===== src/rtl/traffic_pkg.sv =====
// Shared definitions for the traffic light controller.
//   - ST_* : 2-bit phase encoding used by the controller FSM.
//   - DEF_*: default phase durations, in en ticks.
package traffic_pkg;

  localparam logic [1:0] ST_GREEN  = 2'd0;
  localparam logic [1:0] ST_YELLOW = 2'd1;
  localparam logic [1:0] ST_ALLRED = 2'd2;
  localparam logic [1:0] ST_WALK   = 2'd3;

  localparam int unsigned DEF_GREEN_T  = 10;
  localparam int unsigned DEF_MIN_GREEN = 4;
  localparam int unsigned DEF_YELLOW_T = 3;
  localparam int unsigned DEF_ALLRED_T = 2;
  localparam int unsigned DEF_WALK_T   = 6;

endpackage


===== src/rtl/phase_timer.sv =====
// Down-counting phase timer.
//   clk, rst  : clock, synchronous active-high reset (cnt <= RST_VAL)
//   load      : load load_val (wins over counting)
//   load_val  : value loaded on phase entry (duration - 1)
//   en        : tick strobe; counts down while cnt != 0
//   hold      : freezes the counter and suppresses done
//   cnt       : current count
//   done      : last tick of the phase (en while cnt == 0, not held)
module phase_timer #(
  parameter int unsigned CNT_W   = 8,
  parameter int unsigned RST_VAL = 0
) (
  input  logic             clk,
  input  logic             rst,
  input  logic             load,
  input  logic [CNT_W-1:0] load_val,
  input  logic             en,
  input  logic             hold,
  output logic [CNT_W-1:0] cnt,
  output logic             done
);

  logic [CNT_W-1:0] cnt_q, cnt_d;

  always_comb begin
    cnt_d = cnt_q;
    if (load) begin
      cnt_d = load_val;
    end else if (en && !hold && (cnt_q != '0)) begin
      cnt_d = cnt_q - CNT_W'(1);
    end
  end

  always_ff @(posedge clk) begin
    if (rst) begin
      cnt_q <= CNT_W'(RST_VAL);
    end else begin
      cnt_q <= cnt_d;
    end
  end

  assign cnt  = cnt_q;
  assign done = en & ~hold & (cnt_q == '0);

endmodule


===== src/rtl/traffic_light_ctrl.sv =====
// Multi-approach traffic light controller: round-robin GREEN/YELLOW/ALLRED
// phases with a latched pedestrian WALK phase and a manual step mode.
//   clk, rst   : clock, synchronous active-high reset
//   en         : timing tick strobe
//   mode       : 0 = timed, 1 = manual step (rising edge of step advances)
//   step       : manual advance level
//   ped_req    : pedestrian request, latched until WALK entry
//   green      : one-hot green per approach
//   yellow     : one-hot yellow per approach
//   red        : ~(green | yellow)
//   walk       : pedestrian walk lamp
//   active_dir : approach owning green/yellow
module traffic_light_ctrl
  import traffic_pkg::*;
#(
  parameter int unsigned N_DIR     = 2,
  parameter int unsigned CNT_W     = 8,
  parameter int unsigned GREEN_T   = DEF_GREEN_T,
  parameter int unsigned MIN_GREEN = DEF_MIN_GREEN,
  parameter int unsigned YELLOW_T  = DEF_YELLOW_T,
  parameter int unsigned ALLRED_T  = DEF_ALLRED_T,
  parameter int unsigned WALK_T    = DEF_WALK_T
) (
  input  logic                     clk,
  input  logic                     rst,
  input  logic                     en,
  input  logic                     mode,
  input  logic                     step,
  input  logic                     ped_req,
  output logic [N_DIR-1:0]         green,
  output logic [N_DIR-1:0]         yellow,
  output logic [N_DIR-1:0]         red,
  output logic                     walk,
  output logic [$clog2(N_DIR)-1:0] active_dir
);

  localparam int unsigned DirW = $clog2(N_DIR);

  logic [1:0]      state_q, state_d;
  logic [DirW-1:0] dir_q, dir_d, dir_next;
  logic            ped_pend_q, ped_pend_d;
  logic            step_q, mode_q;
  logic [CNT_W-1:0] cnt, load_val;
  logic            load, done, early, advance, step_edge, timing;

  function automatic logic [CNT_W-1:0] phase_len(input logic [1:0] st);
    case (st)
      ST_GREEN:  return CNT_W'(GREEN_T - 1);
      ST_YELLOW: return CNT_W'(YELLOW_T - 1);
      ST_WALK:   return CNT_W'(WALK_T - 1);
      default:   return CNT_W'(ALLRED_T - 1);
    endcase
  endfunction

  assign step_edge = step & ~step_q;
  // Timed counting only once mode has been 0 for a full cycle; the first
  // cycle after leaving manual mode reloads the counter instead.
  assign timing    = ~mode & ~mode_q;
  assign dir_next  = (dir_q == DirW'(N_DIR - 1)) ? '0 : dir_q + DirW'(1);

  // cnt <= GREEN_T-MIN_GREEN means this tick completes at least MIN_GREEN ticks.
  assign early = timing && en && ped_pend_q && (state_q == ST_GREEN) &&
                 (cnt <= CNT_W'(GREEN_T - MIN_GREEN));

  assign advance  = mode ? step_edge : (timing & (done | early));
  assign load     = advance | (mode_q & ~mode);
  assign load_val = phase_len(state_d);

  phase_timer #(
    .CNT_W   (CNT_W),
    .RST_VAL (ALLRED_T - 1)
  ) u_phase_timer (
    .clk      (clk),
    .rst      (rst),
    .load     (load),
    .load_val (load_val),
    .en       (en),
    .hold     (~timing),
    .cnt      (cnt),
    .done     (done)
  );

  always_comb begin
    state_d    = state_q;
    dir_d      = dir_q;
    ped_pend_d = ped_pend_q | ped_req;
    if (advance) begin
      case (state_q)
        ST_GREEN:  state_d = ST_YELLOW;
        ST_YELLOW: state_d = ST_ALLRED;
        ST_ALLRED: begin
          if (ped_pend_q) begin
            state_d    = ST_WALK;
            // A request arriving on the WALK-entry cycle waits for the next WALK.
            ped_pend_d = ped_req;
          end else begin
            state_d = ST_GREEN;
            dir_d   = dir_next;
          end
        end
        ST_WALK: begin
          state_d = ST_GREEN;
          dir_d   = dir_next;
        end
        default: state_d = ST_ALLRED;
      endcase
    end
  end

  always_ff @(posedge clk) begin
    if (rst) begin
      state_q    <= ST_ALLRED;
      dir_q      <= DirW'(N_DIR - 1);
      ped_pend_q <= 1'b0;
      step_q     <= 1'b0;
      mode_q     <= 1'b0;
    end else begin
      state_q    <= state_d;
      dir_q      <= dir_d;
      ped_pend_q <= ped_pend_d;
      step_q     <= step;
      mode_q     <= mode;
    end
  end

  always_comb begin
    green  = '0;
    yellow = '0;
    walk   = 1'b0;
    case (state_q)
      ST_GREEN:  green[dir_q]  = 1'b1;
      ST_YELLOW: yellow[dir_q] = 1'b1;
      ST_WALK:   walk          = 1'b1;
      default:   ;
    endcase
  end

  assign red        = ~(green | yellow);
  assign active_dir = dir_q;

endmodule


===== config.mk =====
export PLATFORM = sky130hd
export DESIGN_NAME = traffic_light_ctrl
export DESIGN_NICKNAME = d
export VERILOG_FILES = /design/src/rtl/traffic_pkg.sv /design/src/rtl/phase_timer.sv /design/src/rtl/traffic_light_ctrl.sv
export SDC_FILE = /design/constraint.sdc
export NUM_CORES = 1
export LEC_CHECK = 0
export ABC_AREA = 1
export ABC_CLOCK_PERIOD_IN_PS = 2700
export CORE_UTILIZATION = 40
export DETAILED_ROUTE_END_ITERATION = 7
export PLACE_DENSITY = 0.59
export SLEW_MARGIN = 30
export SYNTH_ARGS = -nofsm -noshare
export SYNTH_HDL_FRONTEND = slang
export SYNTH_HIERARCHICAL = 1
export SYNTH_SLANG_ARGS = --single-unit

===== constraint.sdc =====
create_clock -name clk -period 2.7 [get_ports clk]
set_input_delay 0.27 -clock clk [delete_from_list [all_inputs] [get_ports clk]]
set_output_delay 0.27 -clock clk [all_outputs]
set_load 0.1 [all_outputs]

Word-level counts from Yosys, hierarchy flattened
Index checks and enable logic that the tools add are counted.
- input bits: 6
- register bits: 14
- output and inout port bits: 8
- word-level logic and storage cells: 62
- equality and inequality tests: 6
- bitwise logic cells: 14
- multiplexer cells: 18
- reductions and logical operators: 13
- add/sub/neg operators: 2
- $lt $le $gt $ge: 3
- operator list (operator ; number):
    8-bit two-way mux ; 2
    4-bit case mux with 3 select lines ; 1
    8-bit by 3-bit <= comparator with 1-bit output, second input constant ; 1
    8-bit zero test ; 1
    1-bit two-way mux ; 8
    2-bit two-way mux ; 4
    2-bit case mux with 4 select lines ; 1
    8-bit nonzero test ; 1
    8-bit by 1-bit subtractor with 8-bit output, second input constant ; 1
    1-bit bitwise AND ; 6
    2-bit equality test, second input constant ; 3
    1-bit logical AND ; 6
    2-bit by 1-bit equality test with 1-bit output, second input constant ; 2
    2-bit zero test ; 2
    2-bit nonzero test ; 2
    1-bit NOT ; 3
    1-bit bitwise OR ; 3
    3-bit AND reduction ; 1
    1-bit by 2-bit less-than comparator with 1-bit output, second input constant ; 1
    2-bit inequality test, second input constant ; 1
    2-bit NOT ; 1
    2-bit bitwise OR ; 1
    1-bit case mux with 2 select lines ; 1
    1-bit adder, second input constant ; 1
    other kinds (2) ; 2

Depth between registers and ports, before layout
- word-level depth: 13
- gate-level depth with buffers: 16
- depth with buffers taken out: 16

Modules after synthesis
Netlist, hierarchy kept.
- by module, submodules not included (module ; area an instance (sq um) ; cells an instance ; instances ; sequential area each (sq um)):
    phase_timer ; 570.5 ; 95 ; 1 ; 160.2
    traffic_light_ctrl ; 473.0 ; 83 ; 1 ; 120.1

Worst setup path before layout
No wires, ideal clock.
- kind: register to output
- start point: reg dir_q, in the netlist active_dir
- end point: out green[1]
- required time: 2.430 ns
- path slack: -0.084 ns
- arrival: 2.514 ns
- buffers on the path: 0
- stages on the path, launching flop included: 3
- cells stage by stage: dfxtp_1 inv_1 nor2_1
- cells in the longest elaborated chain, start to end: 5
- elaborated cells on any way between the ends: 6
- those cells by class: order compare (2); mux (3); reduce/logical (1)
- ends and longest elaborated chain (what ; line ; text):
    start, declared ; traffic_light_ctrl.sv:40 ; logic [DirW-1:0] dir_q, dir_d, dir_next;
    start signal, assigned ; traffic_light_ctrl.sv:113 ; dir_q <= DirW'(N_DIR - 1);
    start signal, assigned ; traffic_light_ctrl.sv:119 ; dir_q <= dir_d;
    1-bit by 2-bit less-than comparator with 1-bit output (implied by the code) or 1-bit >= comparator (tied branches) ; traffic_light_ctrl.sv:131 ; ST_GREEN: green[dir_q] = 1'b1;
    1-bit logical AND (implied by the code) ; traffic_light_ctrl.sv:131 ;
    1-bit two-way mux (implied by the code) ; traffic_light_ctrl.sv:131 ;
    1-bit demux with 1-bit select (*) ; traffic_light_ctrl.sv:131 ;
    2-bit two-way mux (*) ; traffic_light_ctrl.sv:130 ; case (state_q)
    end, declared ; traffic_light_ctrl.sv:30 ; output logic [N_DIR-1:0] green,
Every way passes the cells marked *; elsewhere a longest branch is shown, timed or not.

Worst setup path after layout
- start point: in mode
- end point: reg u_phase_timer.cnt_q[4], in the netlist u_phase_timer/cnt[4]
- elaborated cells on any way between the ends: 16
- those cells by class: mux (2); bitwise (8); reduce/logical (6)
- RTL lines (what ; line ; text):
    start, declared ; traffic_light_ctrl.sv:27 ; input logic mode,
    1-bit NOT (*) ; traffic_light_ctrl.sv:58 ; assign timing = ~mode & ~mode_q;
    1-bit bitwise AND (*) ; traffic_light_ctrl.sv:58 ;
    1-bit bitwise AND (*) (2 in a row) ; phase_timer.sv:43 ; assign done = en & ~hold & (cnt_q == '0);
    named net done ; traffic_light_ctrl.sv:44 ; logic load, done, early, advance, step_edge, timing;
    1-bit bitwise OR (*) ; traffic_light_ctrl.sv:65 ; assign advance = mode ? step_edge : (timing & (done | early));
    1-bit bitwise AND (*) ; traffic_light_ctrl.sv:65 ;
    1-bit two-way mux (*) ; traffic_light_ctrl.sv:65 ;
    1-bit bitwise OR (*) ; traffic_light_ctrl.sv:66 ; assign load = advance | (mode_q & ~mode);
    named net load ; traffic_light_ctrl.sv:44 ;
    8-bit two-way mux or 2-bit nonzero test (tied branches) ; - ;
    end signal, assigned ; phase_timer.sv:36 ; cnt_q <= CNT_W'(RST_VAL);
    end signal, assigned ; phase_timer.sv:38 ; cnt_q <= cnt_d;
    end, declared ; phase_timer.sv:23 ; logic [CNT_W-1:0] cnt_q, cnt_d;
Mark *: on every way through the listed nets, which the timed path passes. The rest lies on a longest branch.
A chain may end at the register's enable or synchronous reset.

==> results_dict.tcl <==
set metrics [dict create \
    status "complete, no violations" \
    grt_pass1_vias 971 \
    seq_area_sq_um 280.3 \
    multiInputGateArea_sq_um 650.6 \
    syn_area_sq_mm 0.001044 \
    yosys_warnings 6 \
    ys_ff_latch 14 \
    grt_pass1_wl_microns 4008 \
    n_antenna_cell 0 \
    hp-start "step" \
    arrival_ns 2.35 \
    grt_overflow 0 \
    period_minus_slack_ns 2.118 \
    ys_types 23 \
    r2r-start "mode_q" \
    pwr-share-seq_pct 40.9 \
    post_cts_buffers 0 \
    cts_tree "done" \
    critPathMaxFanout 7 \
    yosysSeqAreaShare_pct 26.86 \
    ios 14 \
    p_int_mw 0.3501 \
    rsz0062_at_grt "no" \
    yosys.area.top_type "dfxtp_1" \
    start_util_pct 42.12 \
    drtPass1Iterations 4 \
    finalWirelength_microns 2406 \
    dr_total_vias 1076 \
    wire_per_inst_microns 10.60 \
    peakVddDrop_mv 0.3386 \
    postCtsHoldBufs 0 \
    p_per_area_mw_per_mm2 493.9 \
    hold_viol 0 \
    port_buffers 13 \
    cts_resized 0 \
    drt_iter0_drc 30 \
    switchingPower_mw 0.2568 \
    drc 0 \
    fp.dieW_microns 53.08 \
    synthTopCellsByCount "nand2_1 (48), nor2_1 (31), inv_1 (27)" \
    synthToLayoutAreaGrowth_pct 17.75 \
    fmax_mhz 472.1 \
    fin_total_pwr_mw 0.6068 \
    critPathRequiredTime_ns 2.93 \
    grt_usage_pct 20.00 \
    cts_root_buf "clkbuf_4" \
    worstSetupPathType "input pin to flip-flop" \
    nets 206 \
    chipHeight_microns 53.08 \
    cpMostUsedCell "inv_1" \
    vias_per_cell 4.740 \
    min_to "step_q" \
    die_area_sq_mm 0.002817 \
    netlist_top_cells_area "dfxtp_1 (27%), nand2_1 (17%), nor2_1 (11%), inv_1 (9.7%), nand3_1 (6.2%)" \
    clock-sinks 14 \
    crit_path_start_kind "input pin" \
    holdWs_ns 0.5177 \
    fin_util_pct 49.60 \
    numCtsBuffers 3 \
    core_area_sq_mm 0.002477 \
    final_cells 227 \
    worstPathCellList "clkdlybuf4s50_1 -> nor2_1 -> inv_1 -> nor2_1 -> inv_1 -> nor3_1 -> inv_1 -> nand2_2 -> nand2_4 -> nand3_1 -> inv_1 -> a31oi_1 -> nand2_1 -> a21oi_2" \
    synth_top_family_by_area "simple AND/OR/NAND/NOR gates" \
    clockBufferDepth 2 \
    drv_slew 0 \
    synthMuxAreaShare_pct 0 \
    dp_hpwl_microns 1827 \
    postSynthCellCount 178 \
    gp_congestion 0.8383 \
    synthAdderAreaFrac_pct 1.199 \
    rr_worst_depth 13 \
    synth_edf_count 0 \
    synth_simple_gate_area_share_pct 48.32 \
    clkLatencyLatePin_ns 0.29 \
    p_leak_nw 0.6365 \
    maxCapViolCount 0 \
    hold_path.class "input pin to flip-flop" \
    yosysMostFrequentCell "nand2_1" \
    clkSlewWorstSetupHoldPaths_ns 0.09 \
    reg2reg_to "u_phase_timer/cnt[4]" \
    critical-path-max-stage-delay_ns 0.42 \
    yosysTopAreaCellShare_pct 26.86 \
    slowest_stage "clkdlybuf4s50_1" \
    grt_antenna_before_repair 0 \
    grt_max_degree 11 \
    timing.final.crit_share_pct 78.45 \
    route.antenna.remaining_nets 0 \
    ys_async_sr_fraction_pct 0 \
    cp_top_family "simple AND/OR/NAND/NOR gates" \
    rows 18 \
    power.clock.fraction_pct 21.2 \
    holdPathStages 3 \
    ff2ff_setup_slack_ns 0.67 \
    setup_violations 0 \
    nFillCells 276 \
    synth-compound-area-share_pct 11.39 \
    power_frac_comb_pct 38.0 \
    crit_buf_inv 5 \
    syn_avg_cell_area_sq_um 5.862 \
    swShare_pct 42.32 \
    drive_gt1_share_pct 17.26 \
    worst_clock_skew_ns 0.001884 \
    synthFlopType "dfxtp_1" \
    htreeDepth 1 \
    dp_cells 224 \
    synthXorXnorAreaFrac_pct 0 \
    end_kind "flip-flop" \
]
-- power groups by stage --
stage | registers (mW) | clock network (mW) | logic (mW)
2_1_floorplan | 0.255 | 0 | 0.175
3_3_place_gp | 0.253 | 0 | 0.229
3_5_place_dp | 0.253 | 0 | 0.229
4_1_cts | 0.248 | 0.133 | 0.230
5_1_grt | 0.252 | 0.141 | 0.258
6_report | 0.248 | 0.128 | 0.230
-- state kept, by name, summed over array words and instances, names as in the netlist --
register / flops
step_q: 1
u_phase_timer/cnt: 8
ped_pend_q: 1
active_dir: 1
state_q: 2
mode_q: 1
-- metrics by stage --
| step | TNS, ns | instance area, sq um | setup WS (ns) |
|---|---|---|---|
| 2_1_floorplan | -0.1684 | 1055 | -0.08421 |
| 3_3_place_gp | 0 | 1206 | 0.2910 |
| 3_5_place_dp | 0 | 1206 | 0.2810 |
| 4_1_cts | 0 | 1229 | 0.5697 |
| 5_1_grt | 0 | 1229 | 0.3479 |
| 6_report | 0 | 1229 | 0.5819 |
-- worst min-delay path, stage by stage --
cell             delay (ns)
clkdlybuf4s50_1        0.41
inv_1                  0.06
nor2_1                 0.03
-- worst max-delay path by stage --
stage,end,start,cells past startpoint,slack (ns)
2_1_floorplan,green[1],active_dir,2,-0.08
3_3_place_gp,u_phase_timer/cnt[4],mode,14,0.29
3_5_place_dp,u_phase_timer/cnt[4],mode,15,0.28
4_1_cts,u_phase_timer/cnt[4],mode,14,0.57
5_1_grt,u_phase_timer/cnt[4],mode,14,0.35
6_report,u_phase_timer/cnt[4],mode,14,0.58
-- final cells by class --
type / instances / share of cell area (%)
inverters: 30 / 9.776
multi-input cells: 136 / 52.95
clock buffers: 3 / 1.833
flip-flops and latches: 14 / 22.81
well taps: 30 / 3.055
repair buffers: 14 / 9.572
-- placed cells by master (no fill, tap or decap), types with 5 or more instances in the layout --
cell type and count:
a21oi_1 7, buf_4 9, clkdlybuf4s50_1 5, dfxtp_1 14
inv_1 27, nand2_1 48, nand2_2 9, nand3_1 13
nor2_1 31, o21ai_0 9
-- cell families (layout without fill, tap and decap cells) --
| group | Yosys count | after routing |
|---|---|---|
| buffers and inverters | 31 | 47 |
| adders and majority gates | 1 | 1 |
| other | 1 | 4 |
| and+or+nand+nor | 111 | 111 |
| AOI/OAI and AO/OA | 20 | 20 |
| DFF | 14 | 14 |
-- routing by layer --
metal | global-route usage [%] | vias up | share of wire, % | routed length [microns]
met5 | 0 | - | 0 | 0
met4 | 12.28 | 0 | 2.9 | 69
met3 | 3.736 | 7 | 3.4 | 82
met2 | 28.69 | 17 | 40 | 974
met1 | 27.16 | 470 | 53 | 1280
li1 | - | 582 | - | -
(Power assumes the default switching activity.)
==> RTL edit 1, RTL diff (config.mk and constraints unchanged) <==
Register the input `ped_req` before use, with the module's reset. The logic sees it one clock later. The other inputs are not delayed to match.
--- a/src/rtl/traffic_light_ctrl.sv
+++ b/src/rtl/traffic_light_ctrl.sv
@@ -36,4 +36,14 @@
 
   localparam int unsigned DirW = $clog2(N_DIR);
+
+  logic ped_req_q;
+
+  always_ff @(posedge clk) begin
+    if (rst) begin
+      ped_req_q <= '0;
+    end else begin
+      ped_req_q <= ped_req;
+    end
+  end
 
   logic [1:0]      state_q, state_d;
@@ -84,5 +94,5 @@
     state_d    = state_q;
     dir_d      = dir_q;
-    ped_pend_d = ped_pend_q | ped_req;
+    ped_pend_d = ped_pend_q | ped_req_q;
     if (advance) begin
       case (state_q)
@@ -93,5 +103,5 @@
             state_d    = ST_WALK;
             // A request arriving on the WALK-entry cycle waits for the next WALK.
-            ped_pend_d = ped_req;
+            ped_pend_d = ped_req_q;
           end else begin
             state_d = ST_GREEN;
Function: changed (a bounded check fails within 4 cycles, from zero or initial values and one cycle with rst high).
==> RTL edit 1 against the unedited design <==
Clock power up 13%; wire length hardly changed; sequential cell count is 1 higher; total power rose by 5.2%; global-route usage is 0.11 points lower; die area up 2.5%; design area rose by 2.9%; synthesized area up 2.6%; setup slack better by 0.0051 ns; largest power group unchanged.
==> RTL edit 1: results (changes against the unedited design) <==
[sta]
fmax_mhz=473  ; +0.24%
finClkSkew_ns=0.00309  ; +0.00121 ns
fin_worst_hold_slack_ns=0.481  ; -0.0364 ns

[detailed_routing]
wl_met2_um=1040  ; +7.1%
wirelength_um=2410  ; about the same
vias_per_cell=4.71  ; -0.54%
wl_met1_um=1260  ; -1.5%
wl_met3_um=87  ; +6.1%

[setup_path]
regToRegSetupSlack_ns=0.65  ; -0.02 ns
reg2reg_depth=16  ; +3

[place]
gp_congestion=0.838  ; about the same
place_inst=227  ; +1.3%
preCtsSetupSlack_ns=0.263  ; -0.0180 ns
dp_hpwl_um=1880  ; +2.7%

[min_path]
min_to=ped_req_q
holdCritStartpoint=ped_req

[global_route]
use_met2_pct=29.6  ; +0.94 points
met1_usage_pct=27.6  ; +0.39 points
grt_pass1_wl_um=4110  ; +2.4%
gr-usage-met3_pct=5.93  ; +2.2 points
grt_usage_pct=19.9  ; -0.11 points
grt_pass1_vias=957  ; -1.4%

[final_layout]
fillers=264  ; -4.3%
fin_nets=209  ; +1.5%
drive_above_1_share_pct=17.4  ; +0.15 points

[synthesis]
synth_common_cells=48 x nand2_1, 32 x nor2_1, 28 x inv_1
ys_seq_area_share_pct=28.0  ; +1.2 points
synth_fa_ha_area_share_pct=1.17  ; -0.031 points
netlist_instances=181  ; +1.7%
synth_compound_area_share_pct=11.1  ; -0.29 points
synthTopCellsByArea=dfxtp_1 28%, nand2_1 17%, nor2_1 11%

[power]
ir_drop_mv=0.263  ; -22%

[status]
outcome=finished clean

-- RTL edit 1: cell types whose count changed in the layout (fill, tap and decap cells not counted), sizes merged --
| cell | before | now |
|---|---|---|
| clkinvlp | 0 | 1 |
| dfxtp | 14 | 15 |
| inv | 29 | 30 |
| nor2 | 34 | 35 |
-- RTL edit 1: cell type report --
type | count | share of cell area (%)
Inverter | 31 | 9.80
Timing Repair Buffer | 14 | 9.31
Clock inverter | 1 | 0.594
Multi-Input combinational cell | 137 | 51.8
Tap cell | 30 | 2.97
Clock buffer | 3 | 1.78
Sequential cell | 15 | 23.8
-- RTL edit 1: critical path, cell delays in order --
cell             delay, ns
clkdlybuf4s50_1       0.42
nor2_1                0.23
inv_1                 0.07
nor2_1                0.22
inv_1                 0.10
nor3_1                0.14
inv_1                 0.07
nand2_2               0.08
nand2_4               0.07
nand2_4               0.11
nand2_2               0.06
nand2_2               0.08
nand2_1               0.06
nand2_1               0.05
o21ai_0               0.09
nand2_1               0.09
o211ai_1              0.08
==> RTL edit 2, RTL diff (config.mk and constraints unchanged) <==
Without the edit above. Change the parameter `N_DIR` from 2 to 4.
--- a/src/rtl/traffic_light_ctrl.sv
+++ b/src/rtl/traffic_light_ctrl.sv
@@ -14,5 +14,5 @@
   import traffic_pkg::*;
 #(
-  parameter int unsigned N_DIR     = 2,
+  parameter int unsigned N_DIR     = 4,
   parameter int unsigned CNT_W     = 8,
   parameter int unsigned GREEN_T   = DEF_GREEN_T,
Interface: changed (resized active_dir, green, red and yellow); port bits go from 14 to 21. No check against the original RTL was run, so the function may have changed too.
==> RTL edit 2 against the unedited design <==
Total power grew 8.4%; highest routed layer unchanged; sequential power grew 8%; design area grew 16%; clock power grew 3%; sequential cell count grew 1; largest power group unchanged; critical endpoint is now u_phase_timer/cnt[0]; wire length grew 13%; setup slack lost 0.0091 ns; fmax shrank 0.43%; synthesized area grew 13%; die area grew 12%.
==> RTL edit 2: results (changes against the unedited design) <==
[synthesis]
synthTopCellsByArea=dfxtp_1 26%, nand2_1 17%, inv_1 12%
ys_seq_area_share_pct=25.5  ; -1.3 points
synth_compound_area_share_pct=11.8  ; +0.42 points
netlist_instances=203  ; +14%
synth_fa_ha_area_share_pct=5.32  ; +4.1 points
ys_types=22  ; -4.3%
synth_xor_area_share_pct=0  ; unchanged
synth_common_cells=53 x nand2_1, 37 x inv_1, 37 x nor2_1

[power]
p_leak_uw=0.000752  ; +18%
ir_drop_mv=0.370  ; +9.2%

[final_layout]
fin_nets=242  ; +17%
layoutNonFillerInstCount=261  ; +15%
drive_above_1_share_pct=17.0  ; -0.30 points
top_register=u_phase_timer/cnt

[detailed_routing]
wirelength_um=2710  ; +13%
drtIter0Drc=60  ; +100%
firstDrtPassIters=4  ; unchanged
vias_per_cell=4.87  ; +2.7%

[place]
dp_hpwl_um=2170  ; +19%
gp_congestion=0.841  ; +0.27%
place_area_sq_um=1400  ; +16%
placement.io_buffers=20  ; +7

[global_route]
antenna_found_initial=0  ; unchanged
grt_usage_pct=18.3  ; -1.7 points
grt_pass1_vias=1128  ; +16%
grt_pass1_wl_um=4780  ; +19%

[status]
outcome=finished clean

[setup_path]
cp.arrival_ns=2.30  ; -0.05 ns
cp_max_fo=8  ; +1

[cts]
h-tree-depth=1  ; unchanged

[min_path]
hold_class=register to register

RTL edit 2: cell count changes in the layout (fill, tap and decap cells not counted), moves of 4 or more:
cell | unedited run | this run
a21oi_1 | 7 | 11
buf_4 | 9 | 16
ha_1 | 1 | 5
inv_1 | 27 | 37
nand2_1 | 48 | 53
nand2_2 | 9 | 4
RTL edit 2: cell families after synthesis:
| group | after synthesis |
|---|---|
| and+or+nand+nor | 117 |
| buffers and inverters | 41 |
| DFF | 15 |
| other | 1 |
| adders and majority gates | 5 |
| AOI/OAI and AO/OA | 24 |
RTL edit 2: cell type report:
cell class	instances	area, sq um
fillers	289	1350
multi-input cells	150	738
flip-flops and latches	15	300
repair buffers	21	170
inverters	40	155
well taps	31	38.8
clock buffers	3	22.5
clock inverters	1	5.00
RTL edit 2: worst paths after layout:
check / from / end / slack, ns / cells after the start
max: mode / u_phase_timer/cnt[0] / 0.57 / 17
min reg2reg: active_dir[1] / active_dir[1] / 0.54 / 2
max reg2reg: mode_q / u_phase_timer/cnt[0] / 0.66 / 16
min: active_dir[1] / active_dir[1] / 0.54 / 2
RTL edit 2: routing by layer:
layer	global-route usage, %	up-vias	wire [um]
met1	24.2	566	1330
li1	-	667	-
met2	31.3	35	1240
met3	2.79	2	119
met5	0	-	0
met4	4.18	0	16
RTL edit 2: through the flow:
stage | total power [uW] | setup slack [ns]
floorplan | 471 | -0.200
global placement | 530 | 0.309
detailed placement | 530 | 0.254
CTS | 662 | 0.559
global route | 708 | 0.276
finish | 658 | 0.573
RTL edit 2: worst max-delay path: cells and delay by family:
kind                   cells  cell delay [ns]
AO/OA/AOI/OAI              2             0.16
buffers and inverters      4             0.67
AND/OR/NAND/NOR           11             1.22
RTL edit 2: where the power goes:
part           internal [uW]  leakage, uW  total [uW]  switching (uW)
combinational           78.7     0.000610         259             181
clock                   54.9    0.0000177         132            77.1
sequential               241     0.000124         267            25.1
